### config.mk
export PLATFORM = sky130hd
export DESIGN_NAME = seq_serializer
export DESIGN_NICKNAME = d
export VERILOG_FILES = /design/src/rtl/seq_pkg.sv /design/src/rtl/seq_hold_buf.sv /design/src/rtl/seq_serializer.sv
export SDC_FILE = /design/constraint.sdc
export NUM_CORES = 1
export LEC_CHECK = 0
export CAP_MARGIN = 20
export CORE_UTILIZATION = 35
export CTS_CLUSTER_DIAMETER = 60
export DETAILED_ROUTE_END_ITERATION = 6
export HOLD_SLACK_MARGIN = 0.05
export PLACE_DENSITY = 0.58
export SYNTH_ARGS = -nofsm -noshare
export SYNTH_HDL_FRONTEND = slang
export SYNTH_SLANG_ARGS = --single-unit
### constraint.sdc
create_clock -name clk -period 2.5 [get_ports clk]
set_input_delay 0.5 -clock clk [delete_from_list [all_inputs] [get_ports clk]]
set_output_delay 0.5 -clock clk [all_outputs]
set_load 0.05 [all_outputs]
### src/rtl/seq_pkg.sv
`default_nettype none
// seq_pkg: shared width default, shifter state encoding and head-bit helper.
// Revision 1.0
package seq_pkg;

  localparam int SEQ_WIDTH = 8;
  localparam int MAX_WIDTH = 32;

  localparam logic [0:0] S_IDLE  = 1'b0;
  localparam logic [0:0] S_SHIFT = 1'b1;

  typedef enum logic [0:0] {
    ST_IDLE  = S_IDLE,
    ST_SHIFT = S_SHIFT
  } state_t;

  // Bit that goes on the wire next, given the transmit order.
  function automatic logic head_bit(input logic [MAX_WIDTH-1:0] word,
                                    input int                   width,
                                    input logic                 msb_first);
    logic [4:0] idx;
    idx = 5'(width - 1);
    return msb_first ? word[idx] : word[0];
  endfunction

endpackage
`default_nettype wire

### src/rtl/seq_hold_buf.sv
`default_nettype none
// seq_hold_buf: one-entry valid/ready holding register in front of the shifter.
// Revision 1.0
module seq_hold_buf
  import seq_pkg::*;
#(
  parameter int WIDTH = SEQ_WIDTH
) (
  input  logic             clk,
  input  logic             reset,
  input  logic [WIDTH-1:0] data_in,
  input  logic             data_valid,
  input  logic             direct,
  input  logic             drain,
  output logic             data_ready,
  output logic             accept,
  output logic [WIDTH-1:0] hold_reg,
  output logic             hold_full
);

  logic load;

  assign data_ready = reset & ~hold_full;
  assign accept     = data_valid & data_ready;
  assign load       = accept & ~direct;

  // A refill on the same edge as a drain keeps the entry occupied.
  always_ff @(posedge clk) begin
    if (!reset) begin
      hold_full <= 1'b0;
      hold_reg  <= '0;
    end else if (load) begin
      hold_full <= 1'b1;
      hold_reg  <= data_in;
    end else if (drain) begin
      hold_full <= 1'b0;
    end
  end

endmodule
`default_nettype wire

### src/rtl/seq_serializer.sv
`default_nettype none
// seq_serializer: parallel-to-serial front end with a one-word holding buffer.
// Revision 1.0
module seq_serializer
  import seq_pkg::*;
#(
  parameter int WIDTH     = SEQ_WIDTH,
  parameter bit MSB_FIRST = 1'b1,
  parameter bit IDLE_BIT  = 1'b0
) (
  input  logic             clk,
  input  logic             reset,
  input  logic [WIDTH-1:0] data_in,
  input  logic             data_valid,
  output logic             data_ready,
  output logic             ser_bit,
  output logic             ser_valid,
  output logic             word_start,
  output logic             busy
);

  localparam int CNT_W = $clog2(WIDTH);

  state_t           state, state_nx;
  logic [WIDTH-1:0] shift_reg, shift_nx, shifted;
  logic [CNT_W-1:0] bit_cnt, cnt_nx;
  logic [WIDTH-1:0] hold_reg;
  logic             hold_full, accept, direct, drain, active, last;

  assign active = (state == ST_SHIFT);
  assign last   = (bit_cnt == CNT_W'(WIDTH - 1));
  // An accepted word bypasses the buffer when the shifter is free on the next edge.
  assign direct = ~active | (last & ~hold_full);

  seq_hold_buf #(.WIDTH(WIDTH)) u_hold (
    .clk        (clk),
    .reset      (reset),
    .data_in    (data_in),
    .data_valid (data_valid),
    .direct     (direct),
    .drain      (drain),
    .data_ready (data_ready),
    .accept     (accept),
    .hold_reg   (hold_reg),
    .hold_full  (hold_full)
  );

  generate
    if (MSB_FIRST) begin : g_msb_first
      assign shifted = {shift_reg[WIDTH-2:0], 1'b0};
    end else begin : g_lsb_first
      assign shifted = {1'b0, shift_reg[WIDTH-1:1]};
    end
  endgenerate

  always_ff @(posedge clk) begin
    if (!reset) begin
      state     <= ST_IDLE;
      shift_reg <= '0;
      bit_cnt   <= '0;
    end else begin
      state     <= state_nx;
      shift_reg <= shift_nx;
      bit_cnt   <= cnt_nx;
    end
  end

  always_comb begin
    state_nx = state;
    shift_nx = shift_reg;
    cnt_nx   = bit_cnt;
    drain    = 1'b0;
    case (state)
      ST_IDLE: begin
        if (accept) begin
          shift_nx = data_in;
          cnt_nx   = '0;
          state_nx = ST_SHIFT;
        end
      end
      ST_SHIFT: begin
        if (!last) begin
          shift_nx = shifted;
          cnt_nx   = bit_cnt + CNT_W'(1);
        end else if (hold_full) begin
          shift_nx = hold_reg;
          cnt_nx   = '0;
          drain    = 1'b1;
        end else if (accept) begin
          shift_nx = data_in;
          cnt_nx   = '0;
        end else begin
          cnt_nx   = '0;
          state_nx = ST_IDLE;
        end
      end
      default: state_nx = ST_IDLE;
    endcase
  end

  assign ser_valid  = active;
  assign ser_bit    = active ? head_bit(MAX_WIDTH'(shift_reg), WIDTH, MSB_FIRST) : IDLE_BIT;
  assign word_start = active & (bit_cnt == '0);
  assign busy       = active | hold_full;

endmodule
`default_nettype wire

Word level (Yosys, flattened, before mapping)
Index checks and enable logic that the tools add are counted.
- reduce and logical (&&, ||, !) cells: 2
- mux-type cells: 17
- $add $sub $neg: 1
- equality and inequality tests: 2
- bitwise operators: 10
- operators by type and width (kind ; count):
    $mux W8 ; 3
    $pmux W8 S2 ; 1
    $mux W1 ; 9
    $mux W3 ; 2
    $pmux W3 S2 ; 1
    $and A1 B1 Y1 ; 5
    $add A3 B1 Y3 const B ; 1
    $eq A3 B3 Y1 const B ; 1
    $logic_not A3 Y1 ; 1
    $not A1 Y1 ; 3
    $ne A2 B1 Y1 const B ; 1
    $or A1 B1 Y1 ; 2
    $pmux W1 S2 ; 1
    $reduce_bool A2 Y1 ; 1
- register bits after elaboration: 21
- bits of input ports: 11

Longest topological paths before layout
- depth in word-level cells: 7
- depth in mapped cells: 6

Modules after synthesis
A second synthesis with hierarchy kept.
- cells, all modules: 110
- area, all modules: 1047.3 um2
- by module, submodules not included (module ; cells an instance ; area an instance (um2) ; instances ; seq. area each (um2)):
    seq_serializer ; 69 ; 661.9 ; 1 ; 240.2
    seq_hold_buf ; 41 ; 385.4 ; 1 ; 180.2

Worst setup path before layout
OpenSTA, ideal clock, no wires.
- path kind: reg2out
- start: register state (netlist: ser_valid)
- end: output port word_start
- arrival time: 1.615 ns
- slack: 0.385 ns
- path buffers: 1
- cell stages (with the launch flop): 4
- path through: dfxtp_1 -> buf_2 -> nand2_1 -> nor2_1
- longest elaborated chain between the ends: 1
- ends and longest elaborated chain (what ; line ; source):
    start, declared ; seq_serializer.sv:24 ; state_t state, state_nx;
    start signal, assigned ; seq_serializer.sv:62 ; state <= state_nx;
    $and A1 B1 Y1 ; seq_serializer.sv:103 ; assign word_start = active & (bit_cnt == '0);
    end, declared ; seq_serializer.sv:18 ; output logic word_start,
No other way between the ends.

Worst setup path after layout
- start: register state (netlist: ser_valid)
- end: output port ser_bit
- longest elaborated chain between the ends: 1
- ends and longest elaborated chain (what ; line ; source):
    $mux W1 ; seq_serializer.sv:102 ; assign ser_bit = active ? head_bit(MAX_WIDTH'(shift_reg), WIDTH, MSB_FIRST) : IDLE_BIT;
    end, declared ; seq_serializer.sv:16 ; output logic ser_bit,
No other way between the ends.

==> metrics.txt <==
die height roughly 56 um; maximum number of pins on one net before global-route repair 16; min-delay worst type reg2reg; Post-Syn Nets around 130; delay-heaviest family, CP buffers and inverters; drt drc 0; DIE AREA between 3000 and 4000 um^2; clock share of power between 20% and 30%; yosys warns 0; Final #Nets between 100 and 150; minimum clock period after layout about 2.4 ns; RSZ-0062 raised after global routing false; status finished clean; critical path class reg2out; clock sink total 21; Net Sw Power approximately 0.19 mW; relative slew slack about 67%; post-DP HPWL roughly 1500 um; cell area power density 543 nW/um^2; mean post-synth cell area roughly 9 um^2; CTS tree done; routed vias about 860; vias in the first global route just under 800; WL/cell ~13 um; Pins Over Slew Limit 0; Worst setup SP type flop; max frequency between 0.4 and 0.5 GHz; std cell rows 19; # port buffers 15; final setup fails 0; reg2reg end shift_reg[7]; CORE AREA approximately 2800 um^2; R2R Path Start bit_cnt[0]; critical path data arrival time 1.86 ns; placed inst area 1190 um^2; Setup Buffers After CTS 0; Die Wd 55.8 um; Max H-tree Level 1; Max clock buf depth 2; Crit path required time around 2.0 ns; combinational power share approximately 20%; CP Max Fanout 13; initial antenna violation count 0; post-synth cell types 25; worst-margin pin slew ~0.49 ns; Finished Layout Cells roughly 160; detailed-route wire length between 2000 and 2500 um; Antenna Nets Post-Route 0; crit path capture ser_bit; Worst Reg-to-Reg Cells 6; Max Cap Viol 0; LEAKAGE around 0.49 nW; Via-to-Cell Ratio around 5.3; Area Overhead vs Synth 20.2%; endpoints failing hold 0; share of layout cells above drive strength 1 between 10% and 20%; n_diodes 0; post-route cell area around 1200 um^2; placed instance count ~160; max incr delay on CP about 0.8 ns; worst-skew pair later-pin latency about 0.30 ns; switch share between 20% and 30%; setup TNS 0 ns; peak supply drop around 520 uV; Mapped Cells 115; reg2reg setup slack around 0.7 ns; CP cell instances and2_1 -> clkdlybuf4s50_1; synthesized flop and latch total 21; clk root buf clkbuf_4; post-CTS resize count 0; Stages on worst setup path 2; Critical path origin ser_valid; slowest CP cell clkdlybuf4s50_1; sequential area share after synthesis approximately two fifths; internal power 0.476 mW; period utilization 94.5%; CTS buffer count 3; sequential power share a little under three fifths; starting density of the core 36.8%; global-route total usage across every layer between 10% and 20%; global-route wire length before repair between 3000 and 4000 um; RePlAce Congestion 0.764; drt pass-1 iters 4; Clock Skew approximately 0.0019 ns; crit path capture type output pin; CTS Hold Bufs 0; worst-case hold slack approximately 0.46 ns; First DRT Iteration DRCs 12; Ports 16; post-synthesis cell area slightly above 1000 um^2; Worst-path clk slew 0.11 ns; WP buf/inv 1; gr ovfl total 0
[worst register-to-register path, stage by stage (launching register included)]
cell,delay [ns]
dfxtp_1,0.37
ha_1,0.16
ha_1,0.46
clkinv_1,0.23
buf_4,0.24
a21oi_1,0.16
o22ai_1,0.09
[synthesized netlist by cell type, drive strengths merged]
cell / number / area share [%]
o21ai: 10 / 6.0
and3: 7 / 4.6
clkbuf: 2 / 0.99
and2: 1 / 0.62
and4b: 1 / 1.1
a211oi: 1 / 0.74
nor2: 2 / 0.74
clkinv: 1 / 0.37
ha: 3 / 3.7
o22ai: 8 / 4.9
dfxtp: 21 / 41
buf: 5 / 4.0
nor3: 1 / 1.6
a21oi: 12 / 5.9
or2: 1 / 0.62
inv: 4 / 1.5
and2b: 1 / 0.86
nand2b: 1 / 1.4
nand2: 11 / 4.1
mux2i: 8 / 7.9
nand3: 14 / 6.9
[final cells by class]
class	instances	area, um^2
well taps	31	38.8
multi-input cells	82	524
inverters	5	18.8
repair buffers	19	190
fillers	279	1540
clock buffers	4	26.3
flip-flops and latches	21	420
[logic make-up after synthesis]
logic type / synth area share (%)
mux: 7.90
flops: 41.5
buf+inv: 6.79
simple gates: 22.5
compound gates: 17.7
fa+ha+maj: 3.70
[placed cells by master, fill, tap and decap left out, types with 4 or more instances in the layout]
| cell | count |
|---|---|
| o21ai_0 | 9 |
| buf_4 | 4 |
| nand3_1 | 14 |
| a21oi_1 | 12 |
| o22ai_1 | 8 |
| and3_1 | 5 |
| dfxtp_1 | 21 |
| nand2_1 | 11 |
| clkdlybuf4s50_1 | 14 |
| mux2i_1 | 8 |
[stage by stage]
stage / util, % / worst slack, ns / power (mW)
CTS: 44.2 / 0.136 / 0.671
floorplan: - / 0.385 / 0.461
global route: 44.2 / 0.0619 / 0.696
global placement: 43.2 / 0.493 / 0.505
finish: 44.2 / 0.139 / 0.661
detailed placement: 43.2 / 0.482 / 0.507
[routing by layer]
layer	wire length (um)	track usage, %	vias to the layer above
li1	-	-	446
met1	1030	19.2	389
met2	958	24.3	20
met3	115	5.12	2
met4	17	3.83	0
met5	0	0	-
[power groups by stage]
stage	clock network, mW	logic [mW]	registers (mW)
after floorplan	0	0.0872	0.374
after global placement	0	0.131	0.374
after detailed placement	0	0.133	0.375
after CTS	0.170	0.133	0.367
after global routing	0.183	0.143	0.370
final	0.163	0.132	0.367
[how the worst min path moves through the flow]
stage,from,end,slack [ns],cells past startpoint
floorplan,u_hold.hold_reg[5],u_hold.hold_reg[5],0.43,2
global placement,u_hold.hold_reg[1],u_hold.hold_reg[1],0.44,2
detailed placement,u_hold.hold_reg[6],u_hold.hold_reg[6],0.45,2
CTS,u_hold.hold_reg[6],u_hold.hold_reg[6],0.47,2
global route,u_hold.hold_reg[4],u_hold.hold_reg[4],0.50,2
finish,u_hold.hold_reg[6],u_hold.hold_reg[6],0.46,2
(Power assumes the default switching activity.)
